$ cat config.mk
export PLATFORM = sky130hd
export DESIGN_NAME = piso_serializer
export DESIGN_NICKNAME = d
export VERILOG_FILES = /design/src/rtl/piso_serializer_pkg.sv /design/src/rtl/piso_serializer.sv
export SDC_FILE = /design/constraint.sdc
export NUM_CORES = 1
export LEC_CHECK = 0
export ABC_AREA = 1
export BUFFER_PORTS_ARGS = -buffer_cell sky130_fd_sc_hd__buf_2
export CAP_MARGIN = 20
export CORE_MARGIN = 3
export CORE_UTILIZATION = 54
export CTS_BUF_LIST = sky130_fd_sc_hd__clkbuf_16
export CTS_CLUSTER_DIAMETER = 120
export CTS_CLUSTER_SIZE = 24
export DETAILED_ROUTE_END_ITERATION = 6
export HOLD_SLACK_MARGIN = 0.12
export MAX_ROUTING_LAYER = met4
export PLACE_DENSITY = 0.85
export SYNTH_ARGS = -nofsm -noshare
export SYNTH_HDL_FRONTEND = slang
export SYNTH_SLANG_ARGS = --single-unit
$ cat constraint.sdc
create_clock -name iclk -period 2.3 [get_ports iclk]
set_input_delay 0.345 -clock iclk [delete_from_list [all_inputs] [get_ports iclk]]
set_output_delay 0.345 -clock iclk [all_outputs]
set_load 0.1 [all_outputs]
$ cat src/rtl/piso_serializer_pkg.sv
// Shared types and sizing helpers for the PISO serializer.
// Frame length grows by one parity bit when PISO_SERIALIZER_PARITY_EN is defined.
package piso_serializer_pkg;

    typedef enum logic {
        IDLE  = 1'b0,
        SHIFT = 1'b1
    } state_e;

`ifdef PISO_SERIALIZER_PARITY_EN
    localparam int PARITY_BITS = 1;
`else
    localparam int PARITY_BITS = 0;
`endif

    // Ceiling log2, used to size the bit counter.
    function automatic int clog2(input int value);
        int res;
        int v;
        res = 0;
        v   = value - 1;
        while (v > 0) begin
            res++;
            v = v >> 1;
        end
        return res;
    endfunction

    function automatic int flen(input int width);
        return width + PARITY_BITS;
    endfunction

endpackage

$ cat src/rtl/piso_serializer.sv
// Parallel-in serial-out transmitter with valid/ready input and frame markers.
// Optional even-parity trailer bit enabled by the PISO_SERIALIZER_PARITY_EN macro.
module piso_serializer
    import piso_serializer_pkg::*;
#(
    parameter int WIDTH     = 8,
    parameter bit MSB_FIRST = 1'b1
) (
    input  logic             iclk,
    input  logic             irst_n,
    input  logic [WIDTH-1:0] idata,
    input  logic             ivalid,
    output logic             oready,
    output logic             oq,
    output logic             oframe,
    output logic             odone,
    output logic             obusy
);

    localparam int FLEN  = flen(WIDTH);
    localparam int CNT_W = clog2(FLEN + 1);
    localparam logic [CNT_W-1:0] LAST_IDX = CNT_W'(FLEN - 1);

    state_e             state_q, state_d;
    logic [CNT_W-1:0]   cnt_q, cnt_d;
    logic [WIDTH-1:0]   shreg_q, shreg_d;
    logic               q_q, q_d;
    logic               frame_q, frame_d;
    logic               done_q, done_d;
    logic               busy_q, busy_d;
`ifdef PISO_SERIALIZER_PARITY_EN
    logic               par_q, par_d;
`endif

    logic               last_bit;
    logic               xfer;
    logic [CNT_W-1:0]   cnt_inc;

    // cnt_q indexes the bit currently on oq, so the last-bit cycle is also the reload cycle.
    assign last_bit = (state_q == SHIFT) && (cnt_q == LAST_IDX);
    assign oready   = (state_q == IDLE) || last_bit;
    assign xfer     = ivalid && oready;
    assign cnt_inc  = cnt_q + CNT_W'(1);

    always_comb begin
        // NOTE: every always_comb output gets a default first so no path infers a latch.
        state_d = state_q;
        cnt_d   = cnt_q;
        shreg_d = shreg_q;
        q_d     = 1'b0;
        frame_d = 1'b0;
        done_d  = 1'b0;
        busy_d  = 1'b0;
`ifdef PISO_SERIALIZER_PARITY_EN
        par_d   = par_q;
`endif
        if (xfer) begin
            state_d = SHIFT;
            cnt_d   = '0;
            frame_d = 1'b1;
            busy_d  = 1'b1;
            q_d     = MSB_FIRST ? idata[WIDTH-1] : idata[0];
            shreg_d = MSB_FIRST ? {idata[WIDTH-2:0], 1'b0} : {1'b0, idata[WIDTH-1:1]};
`ifdef PISO_SERIALIZER_PARITY_EN
            par_d   = ^idata;
`endif
        end else if (last_bit) begin
            state_d = IDLE;
            cnt_d   = '0;
            shreg_d = '0;
        end else if (state_q == SHIFT) begin
            cnt_d   = cnt_inc;
            busy_d  = 1'b1;
            done_d  = (cnt_inc == LAST_IDX);
            q_d     = MSB_FIRST ? shreg_q[WIDTH-1] : shreg_q[0];
            shreg_d = MSB_FIRST ? {shreg_q[WIDTH-2:0], 1'b0} : {1'b0, shreg_q[WIDTH-1:1]};
`ifdef PISO_SERIALIZER_PARITY_EN
            if (cnt_inc == CNT_W'(WIDTH)) q_d = par_q;
`endif
        end
    end

    always_ff @(posedge iclk or negedge irst_n) begin
        if (!irst_n) begin
            state_q <= IDLE;
            cnt_q   <= '0;
            shreg_q <= '0;
            q_q     <= 1'b0;
            frame_q <= 1'b0;
            done_q  <= 1'b0;
            busy_q  <= 1'b0;
`ifdef PISO_SERIALIZER_PARITY_EN
            par_q   <= 1'b0;
`endif
        end else begin
            // NOTE: non-blocking assignments so all registers update from pre-edge values.
            state_q <= state_d;
            cnt_q   <= cnt_d;
            shreg_q <= shreg_d;
            q_q     <= q_d;
            frame_q <= frame_d;
            done_q  <= done_d;
            busy_q  <= busy_d;
`ifdef PISO_SERIALIZER_PARITY_EN
            par_q   <= par_d;
`endif
        end
    end

    assign oq     = q_q;
    assign oframe = frame_q;
    assign odone  = done_q;
    assign obusy  = busy_q;

endmodule

# Word level (Yosys, flattened, before mapping)
# Cells that the tools add are included.
# op_classes
addsub	1
n_reduce_logical	5
n_mux	18
n_eq_ne	2
n_bitwise	1
# ops
operator	n
$mux W8	3
$mux W1	12
$mux W4	3
$eq A4 B3 Y1 const B	2
$add A4 B1 Y4 const B	1
$reduce_bool A3 Y1	1
$logic_and A1 B1 Y1	2
$reduce_bool A2 Y1	1
$logic_or A1 B1 Y1	1
$not A1 Y1	1
# totals
output_inout_bits	5
ff_bits	17
elab_cells	34
input_bits	11

# Longest topological paths before layout
# logic_depth
ltp_word	5
mapped_depth	7
ltp_nobuf	7

# Worst setup path before layout
# Ideal clock, no wire load.
# synth_timing
path_type	flip-flop to output port
start	register cnt_q[0]
end	output port oready
arrival_time_ns	1.032
setup_slack_ns	0.923
path_buffers	1
t_required_ns	1.955
stages_incl_launch_ff	5
path_cell_list	dfrtp_1 ha_1 nand3_4 nand2_4 buf_8
# synth_via
elab_chain_cells	3
# synth_lines
item	line	text
start, declared	piso_serializer.sv:25	logic [CNT_W-1:0] cnt_q, cnt_d;
start signal, assigned	piso_serializer.sv:98	cnt_q <= cnt_d;
$eq A4 B3 Y1	piso_serializer.sv:40	assign last_bit = (state_q == SHIFT) && (cnt_q == LAST_IDX);
$logic_and A1 B1 Y1	piso_serializer.sv:40	
$logic_or A1 B1 Y1	piso_serializer.sv:41	assign oready = (state_q == IDLE) || last_bit;
end, declared	piso_serializer.sv:13	output logic oready,
# Every way passes these cells.

# Worst setup path after layout
# Same ends and word-level chain as after synthesis.

==> reports/qor.txt <==
Vias in the first global route: 532
Die ar.: 0.00197 sq mm
Cell leakage power: 0.518 nW
Number of I/O pins: 16
GR Overflow Total: 0
Final worst setup slack: 305 ps
Reported max-cap violation count: 0
Final Hold Viols: 0
Rows: 13
Fin crit share: 0.868
Placement Setup Slack: 566 ps
Via/cell ratio: 5.09
Yosys warnings: 0
Die Y: 44.4 microns
Final net count: 121
Cts bufs inserted: 3
Area of the multi-input gates: 314 sq um
Seq cells post-synth: 16
Setup violators final: 0
Hold_sp: idata[0]
CP max FO: 12
Synth top area share: 0.504
Relative slew slack: 0.680
Post-route antenna net violation count: 0
First-pass GRT wire length: 2.26 mm
Dpl hpwl: 993 microns
Pre-Repair DR Iteration Count: 6
Slew @ Worst Pin: 484 ps
Worst Setup SP: cnt_q[0]$_DFFE_PN0P_
Starting density of the core: 0.596
Worst r2r src: cnt_q[0]$_DFFE_PN0P_
CORE AREA: 0.00133 sq mm
1st-iter DRT viols: 6
Yosys top cell by area: dfrtp_1
Post-Syn Instances: 90
CTS tree: built
Power Total: 1.44 mW
CTS root buf: clkbuf_16
Critical Path AT: 1650 ps
Post CTS Setup Buffer Count: 0
Flip-flop and latch area: 400 sq um
Netlist cell types: 19
Commonest non-fill, non-tap cell in the layout: nand2_1
CP Capture Type: output port
Mapped Nets: 103
Skew final: 1.01 ps
Setup TNS: 0 ps
Antenna violations before repair: 0
Final Cell Area: 942 sq um
CTS Sinks: 16
Power Dens Cells: 1530 mW/mm^2
# DRC: 0
Slew Limit Fails: 0
Worst hold path type: in2reg
Register area share after synthesis: 0.504
Post-DR wirelength/cell: 11.7 microns
Largest net degree at the start of global routing: 19
Htree depth: 1
Fin crit period: 2000 ps
Synth area leaders: dfrtp_1 50%, nand3_1 8.2%, nand2_1 8.0%
Layout cells sized above 1: 0.236
Crit Path Category: reg2out
Mapped cell area: 795 sq um
Clk slew on worst S/H paths: 50 ps
Die width: 44.4 microns
Worst hold slack: 298 ps
Status: finished clean
Unrepaired setup endpoints after global routing: false
Vias post-DR: 616
Max VDD drop: 720 uV
Mean Syn Cell Area: 8.83 sq um
Critical Path RT: 1960 ps
Number of diodes: 0
Clock Tree Buf Depth: 2
Most frequent cells in the layout: 17 x nand2_1, 16 x dfrtp_1, 15 x buf_2, 13 x nand3_1, 10 x inv_1
Placed inst area: 857 sq um
Worst setup SP type: flop
Tot GR Track Use: 0.172
Routability cong.: 0.836
Filler cell count: 100
Fmax: 0.501 GHz
PortBufs: 15
Synthesis-to-finish area growth: 18.6%
Total wire length: 1.42 mm
Worst-Skew Late Latency: 240 ps
## logic make-up after synthesis
logic type      share of synthesized area
xor+xnor                           0.0221
buf+inv                             0.101
simple gates                        0.277
flops                               0.504
fa+ha+maj                          0.0315
compound gates                     0.0646
## path summary, 6_finish.rpt
path                                          endpoint  slack, ps  depth (start not counted)
worst min register to register  shreg_q[1]$_DFFE_PN0P_        490                          2
min in group asynchronous                 oq$_DFF_PN0_        550                          2
max in group asynchronous       shreg_q[4]$_DFFE_PN0P_       1500                          2
worst min-delay path            shreg_q[1]$_DFFE_PN0P_        300                          3
worst max register to register            oq$_DFF_PN0_        950                          7
worst max-delay path                            oready        300                          4
## cell usage after synthesis, drive strengths merged
| master | instances |
|---|---|
| a21oi | 6 |
| and3 | 1 |
| buf | 3 |
| dfrtp | 16 |
| ha | 2 |
| inv | 13 |
| nand2 | 19 |
| nand3 | 14 |
| nor2 | 10 |
| o21ai | 3 |
| o22ai | 1 |
| xnor2 | 1 |
| xor2 | 1 |
## where the power goes
part	total [mW]	leakage, nW	internal [mW]	switching, mW
Clock	0.327	0.0370	0.227	0.0991
Combinational	0.645	0.281	0.176	0.469
Sequential	0.469	0.200	0.389	0.0802
Total	1.44	0.518	0.793	0.648
## stage by stage
step,util,cells
3_5_place_dp,0.643,117
3_3_place_gp,0.643,117
2_1_floorplan,-,90
6_report,0.706,121
5_1_grt,0.706,121
4_1_cts,0.706,121
## per-layer routing
layer | track usage | part of all wire
met1 | 0.204 | 0.45
met3 | 0.0366 | 0.037
met2 | 0.256 | 0.48
met4 | 0.127 | 0.030
met5 | - | 0
## timing repair
action | 4_1_cts | 5_1_grt
hold buffers | 1 | 0
endpoints found under the hold margin | 16 | 0
resized for setup | 0 | 0
## flip-flops by register name, summed over array words and instances (netlist names)
signal	cells
shreg_q	7
cnt_q	4
obusy	1
odone	1
oframe	1
oq	1
state_q	1
## worst max-delay path: stages, from the launching register on
cell and delay (ps):
dfrtp_1 400, ha_1 250, nand3_4 140, nand2_4 160
buf_2 450
## area by class of cell
cell class / instances / share of cell area
multi-input cells: 58 / 0.333
well taps: 15 / 0.0199
flip-flops and latches: 16 / 0.425
repair buffers: 16 / 0.0903
inverters: 13 / 0.0518
clock buffers: 3 / 0.0797
Note: power is estimated with default switching activity, not from simulation.
